## src/rtl/calc_alu_pkg.sv

```systemverilog
// calc_alu shared types: operation encoding and FSM states.
// Imported by calc_alu and calc_addsub.
package calc_alu_pkg;

  typedef enum logic [1:0] {
    OP_ADD = 2'd0,
    OP_SUB = 2'd1,
    OP_MUL = 2'd2,
    OP_RSV = 2'd3
  } op_e;

  typedef enum logic [1:0] {
    S_IDLE = 2'd0,
    S_BUSY = 2'd1,
    S_DONE = 2'd2
  } state_e;

endpackage

```

## src/rtl/calc_addsub.sv

```systemverilog
// Ripple-carry add/subtract: sum = a + (b ^ {sub}) + sub.
// Signed overflow from the top two carries; raw carry out for unsigned use.
module calc_addsub
  import calc_alu_pkg::*;
#(
  parameter int WIDTH = 6
) (
  input  logic [WIDTH-1:0] i_a,
  input  logic [WIDTH-1:0] i_b,
  input  logic             i_sub,
  output logic [WIDTH-1:0] o_sum,
  output logic             o_cout,
  output logic             o_ovf
);

  logic [WIDTH:0]   w_c;
  logic [WIDTH-1:0] w_b;

  assign w_b    = i_b ^ {WIDTH{i_sub}};
  assign w_c[0] = i_sub;

  for (genvar i = 0; i < WIDTH; i++) begin : g_fa
    assign o_sum[i]  = i_a[i] ^ w_b[i] ^ w_c[i];
    assign w_c[i+1]  = (i_a[i] & w_b[i]) |
                       (w_c[i] & (i_a[i] ^ w_b[i]));
  end

  assign o_cout = w_c[WIDTH];
  assign o_ovf  = w_c[WIDTH] ^ w_c[WIDTH-1];

endmodule

```

## src/rtl/calc_alu.sv

```systemverilog
// Signed ADD/SUB/MUL unit with valid/ready handshake.
// Define CALC_ALU_SAT_EN to clamp overflowing results instead of wrapping.
module calc_alu
  import calc_alu_pkg::*;
#(
  parameter int WIDTH = 6
) (
  input  logic             clk,
  input  logic             reset,
  input  logic             in_valid,
  output logic             in_ready,
  input  logic [WIDTH-1:0] operand_a,
  input  logic [WIDTH-1:0] operand_b,
  input  logic [1:0]       op,
  output logic             out_valid,
  input  logic             out_ready,
  output logic [WIDTH-1:0] result,
  output logic             overflow,
  output logic             zero,
  output logic             negative,
  output logic             err
);

  localparam int CW = $clog2(WIDTH + 1);

  state_e           r_state;
  op_e              r_op;
  logic [WIDTH-1:0] r_a;
  logic [WIDTH-1:0] r_b;
  logic [WIDTH-1:0] r_phi;
  logic [WIDTH-1:0] r_plo;
  logic [CW-1:0]    r_cnt;
  logic [WIDTH-1:0] r_result;
  logic             r_ovf;
  logic             r_zero;
  logic             r_neg;
  logic             r_err;
  logic             r_out_valid;

  logic               w_accept;
  logic               w_mul;
  logic               w_last;
  logic               w_neg;
  logic [WIDTH-1:0]   w_mag_a;
  logic [WIDTH-1:0]   w_mag_b_in;
  logic [WIDTH-1:0]   w_add_a;
  logic [WIDTH-1:0]   w_add_b;
  logic [WIDTH-1:0]   w_sum;
  logic               w_cout;
  logic               w_aovf;
  logic [2*WIDTH-1:0] w_prod;
  logic [2*WIDTH-1:0] w_sprod;
  logic [WIDTH:0]     w_hi;
  logic [WIDTH-1:0]   w_true;
  logic [WIDTH-1:0]   w_res;
  logic               w_fovf;
  logic               w_ferr;

  assign in_ready = (r_state == S_IDLE) |
                    ((r_state == S_DONE) & out_ready);
  assign w_accept = in_valid & in_ready;
  assign w_mul    = (r_op == OP_MUL);
  assign w_last   = (r_cnt == CW'(WIDTH));
  assign w_neg    = r_a[WIDTH-1] ^ r_b[WIDTH-1];

  // Magnitudes: |most negative| still fits as an unsigned WIDTH value.
  assign w_mag_a    = r_a[WIDTH-1] ? -r_a : r_a;
  assign w_mag_b_in = operand_b[WIDTH-1] ? -operand_b : operand_b;

  // One adder serves ADD/SUB and each multiply accumulate step.
  assign w_add_a = w_mul ? r_phi : r_a;
  assign w_add_b = w_mul ? (r_plo[0] ? w_mag_a : '0) : r_b;

  calc_addsub #(.WIDTH(WIDTH)) u_addsub (
    .i_a   (w_add_a),
    .i_b   (w_add_b),
    .i_sub (r_op == OP_SUB),
    .o_sum (w_sum),
    .o_cout(w_cout),
    .o_ovf (w_aovf)
  );

  assign w_prod  = {r_phi, r_plo};
  assign w_sprod = w_neg ? -w_prod : w_prod;
  assign w_hi    = w_sprod[2*WIDTH-1:WIDTH-1];

  // Select the exact-width result and flags for the captured operation.
  always_comb begin
    w_true = '0;
    w_fovf = 1'b0;
    w_ferr = 1'b0;
    unique case (r_op)
      OP_ADD, OP_SUB: begin
        w_true = w_sum;
        w_fovf = w_aovf;
      end
      OP_MUL: begin
        w_true = w_sprod[WIDTH-1:0];
        w_fovf = !((&w_hi) | (~|w_hi));
      end
      OP_RSV: w_ferr = 1'b1;
    endcase
  end

`ifdef CALC_ALU_SAT_EN
  localparam logic [WIDTH-1:0] MAXV = {1'b0, {(WIDTH-1){1'b1}}};
  localparam logic [WIDTH-1:0] MINV = {1'b1, {(WIDTH-1){1'b0}}};
  logic w_tsign;
  assign w_tsign = w_mul ? w_sprod[2*WIDTH-1]
                         : (w_sum[WIDTH-1] ^ w_aovf);
  assign w_res = w_fovf ? (w_tsign ? MINV : MAXV) : w_true;
`else
  assign w_res = w_true;
`endif

  // FSM: capture on handshake, iterate multiply, hold result until taken.
  always_ff @(posedge clk) begin
    if (reset) begin
      r_state     <= S_IDLE;
      r_op        <= OP_ADD;
      r_a         <= '0;
      r_b         <= '0;
      r_phi       <= '0;
      r_plo       <= '0;
      r_cnt       <= '0;
      r_result    <= '0;
      r_ovf       <= 1'b0;
      r_zero      <= 1'b0;
      r_neg       <= 1'b0;
      r_err       <= 1'b0;
      r_out_valid <= 1'b0;
    end else if (w_accept) begin
      r_state     <= S_BUSY;
      r_op        <= op_e'(op);
      r_a         <= operand_a;
      r_b         <= operand_b;
      r_phi       <= '0;
      r_plo       <= w_mag_b_in;
      r_cnt       <= '0;
      r_out_valid <= 1'b0;
    end else if (r_state == S_BUSY) begin
      if (w_mul && !w_last) begin
        r_phi <= {w_cout, w_sum[WIDTH-1:1]};
        r_plo <= {w_sum[0], r_plo[WIDTH-1:1]};
        r_cnt <= r_cnt + CW'(1);
      end else begin
        r_state     <= S_DONE;
        r_out_valid <= 1'b1;
        r_result    <= w_res;
        r_ovf       <= w_fovf;
        r_zero      <= (w_res == '0);
        r_neg       <= w_res[WIDTH-1];
        r_err       <= w_ferr;
      end
    end else if (r_state == S_DONE && out_ready) begin
      r_state     <= S_IDLE;
      r_out_valid <= 1'b0;
    end
  end

  assign out_valid = r_out_valid;
  assign result    = r_result;
  assign overflow  = r_ovf;
  assign zero      = r_zero;
  assign negative  = r_neg;
  assign err       = r_err;

endmodule
```

## config.mk

```make
export PLATFORM = sky130hd
export DESIGN_NAME = calc_alu
export DESIGN_NICKNAME = d
export VERILOG_FILES = /design/src/rtl/calc_alu_pkg.sv /design/src/rtl/calc_addsub.sv /design/src/rtl/calc_alu.sv
export SDC_FILE = /design/constraint.sdc
export NUM_CORES = 1
export LEC_CHECK = 0
export ABC_AREA = 1
export CAP_MARGIN = 25
export CELL_PAD_IN_SITES_DETAIL_PLACEMENT = 0
export CELL_PAD_IN_SITES_GLOBAL_PLACEMENT = 2
export CORE_AREA = 8 8 99 101
export CTS_CLUSTER_DIAMETER = 40
export DETAILED_ROUTE_END_ITERATION = 16
export DIE_AREA = 0 0 107 109
export MAX_ROUTING_LAYER = met4
export PLACE_DENSITY_LB_ADDON = 0.1
export SLEW_MARGIN = 0
export SYNTH_ARGS = -nofsm -noshare
export SYNTH_HDL_FRONTEND = slang
export SYNTH_HIERARCHICAL = 1
export SYNTH_SLANG_ARGS = --single-unit
```

## constraint.sdc

```tcl
create_clock -name clk -period 8.68 [get_ports clk]
set_clock_uncertainty 0.1 [all_clocks]
set_input_delay 1.736 -clock clk [delete_from_list [all_inputs] [get_ports clk]]
set_output_delay 1.736 -clock clk [all_outputs]
set_load 0.005 [all_outputs]
```

==> results_dict.tcl <==
set metrics [dict create \
    synth_area_leaders "dfxtp_1 30%, nand2_1 13%, inv_1 8.0%" \
    port_buffers 29 \
    synth-adder-area-share_pct 6.10 \
    arrival_ns 2.89 \
    power.total_mw 0.584 \
    drc_errors 0 \
    netlist.area_leader.share_pct 30.0 \
    synthSimpleGateAreaFrac_pct 30.0 \
    htree_levels 2 \
    dp_hpwl_um 6130 \
    dr.pass1.iters 4 \
    cts_tree "yes" \
    finalCritPeriodShare_pct 54.4 \
    vias 2521 \
    synth_seq_area_share_pct 30.0 \
    hold_path_depth 2 \
    hold_viol 0 \
    final_common_cell "nand2_1" \
    routed_wl_um 7710 \
    clockRootBuffer "clkbuf_8" \
    p_leak_nw 1.35 \
    yosys.area.top_type "dfxtp_1" \
    finalSetupViolations 0 \
    nets 454 \
    end_kind "output port" \
    numCtsBuffers 5 \
    slew_viol_final 0 \
    first_iter_violations 53 \
    antenna_left 0 \
    path_max_fanout 2 \
    mostFrequentLayoutCells "92 x nand2_1, 57 x inv_1, 40 x dfxtp_1" \
    grt.overflow.total 0 \
    placementRows 34 \
    hold_buffers 0 \
    worst_slack_ns 3.96 \
    grt_max_degree 31 \
    syn-instance-count 404 \
    final_core_util_pct 37.4 \
    flow.area_growth_from_synthesis_pct 17.7 \
    die_h_um 109 \
    register_area_um2 801 \
    hold_class "reg2reg" \
    synth_xor_xnor_area_share_pct 1.31 \
    grt_first_pass_wirelength_um 12500 \
    rr_worst_depth 19 \
    via_per_inst 4.71 \
    rsz0062_at_grt "no" \
    grt_usage_pct 14.1 \
    ir_drop_uv 77.0 \
    ys_seq_elements 40 \
    diodes 0 \
    synth.distinct_cells 40 \
    startpoint_type "primary input" \
    cts_buffer_depth 2 \
    cp.required_ns 6.84 \
    grt_pass1_vias 2404 \
    synth_warnings 6 \
    dieArea_um2 11700 \
    synth_top_family_by_area "simple AND/OR/NAND/NOR gates" \
    start_util_pct 31.8 \
    coreArea_um2 8380 \
    clk_pin_slew_ns 0.08 \
    clkLatencyLatePin_ns 0.30 \
    layout-drive-gt1-share_pct 9.84 \
    gp_congestion 0.778 \
    hold_ws_ns 0.374 \
    setup-tns-final_ns 0 \
    max_slew_margin_pct 40.3 \
    criticalPathCategory "in2out" \
    drv_cap 0 \
    post-place-ws_ns 3.95 \
    fmax_mhz 212 \
    fillers 902 \
    cts_resized 0 \
    die_x_um 107 \
    cts_setup_buffers 0 \
    run_status "completed" \
    io_pins 30 \
    antenna_found_initial 0 \
    clkSinkCount 40 \
    synth.net_count 432 \
    fin_crit_ns 4.72 \
    multi_input_area_um2 1540 \
    synthMuxAreaShare_pct 0 \
    post_synth.cell_area_avg_um2 6.60 \
    syn_area_um2 2670 \
    powerDensity_nw_per_um2 186 \
    tightest_slew_ns 0.893 \
    wl_per_cell_um 14.4 \
    synth_compound_gate_area_share_pct 20.4 \
]
[logic make-up after synthesis]
| group | count (synthesis) |
|---|---|
| buffers and inverters | 79 |
| XOR/XNOR | 4 |
| AO/OA/AOI/OAI | 91 |
| adder cells (fa/ha/maj) | 10 |
| flip-flops | 40 |
| AND/OR/NAND/NOR | 180 |
[sequential cells by signal (all words and copies together) (netlist names)]
signal and flops:
r_cnt 3, r_plo 6, overflow 1, result 6
zero 1, err 1, r_phi 6, r_b 6
r_state 2, r_op 2, r_a 6
[worst max-delay path: stages]
cell	delay, ns
clkdlybuf4s50_1	0.45
inv_1	0.05
a21oi_2	0.13
clkdlybuf4s50_1	0.52
[metal layers]
layer | routed length [um] | vias to the layer above | global-route usage (%)
li1 | - | 1340 | -
met1 | 3980 | 1140 | 18.5
met2 | 3450 | 36 | 22.2
met3 | 227 | 5 | 2.01
met4 | 56 | 0 | 3.62
met5 | 0 | - | -
[power breakdown]
group,total (mW),internal [mW],switching (mW),leakage (nW)
registers,0.215,0.200,0.0147,0.328
logic,0.196,0.0716,0.124,0.953
clock network,0.174,0.102,0.0719,0.0645
[Yosys cell counts (all sizes together)]
cell type / count
nand3: 26
o31ai: 1
o22ai: 5
nand2: 102
nand4: 2
nor2: 43
nand3b: 1
ha: 5
clkbuf: 6
and3: 1
dfxtp: 40
a22oi: 1
o221ai: 2
nor4: 1
buf: 8
a31oi: 2
o21ai: 39
xnor2: 2
o211ai: 2
inv: 65
a21oi: 30
a211oi: 8
fa: 5
a221oi: 1
nor3: 4
xor2: 2
[area by class of cell]
class	count	share of cell area, %
multi-input combinational	285	49.1
sequential	40	25.5
timing repair buffer	29	9.25
inverter	65	7.78
tap	108	4.31
clock buffer	7	3.07
clock inverter	1	0.957
[metrics by stage]
step           cells  area (um2)
6_report         535        3140
4_1_cts          535        3140
2_1_floorplan    404        2670
3_3_place_gp     527        3010
3_5_place_dp     527        3010
5_1_grt          535        3140
[final timing paths]
| path | from | to | slack (ns) |
|---|---|---|---|
| max | out_ready | in_ready | 3.96 |
| min | zero$_SDFFE_PP0P_ | zero$_SDFFE_PP0P_ | 0.37 |
| max reg2reg | r_op[1]$_SDFFE_PP0P_ | result[5]$_SDFFE_PP0P_ | 4.43 |
| min reg2reg | zero$_SDFFE_PP0P_ | zero$_SDFFE_PP0P_ | 0.37 |
No activity file was read; power rests on OpenSTA's default activity.
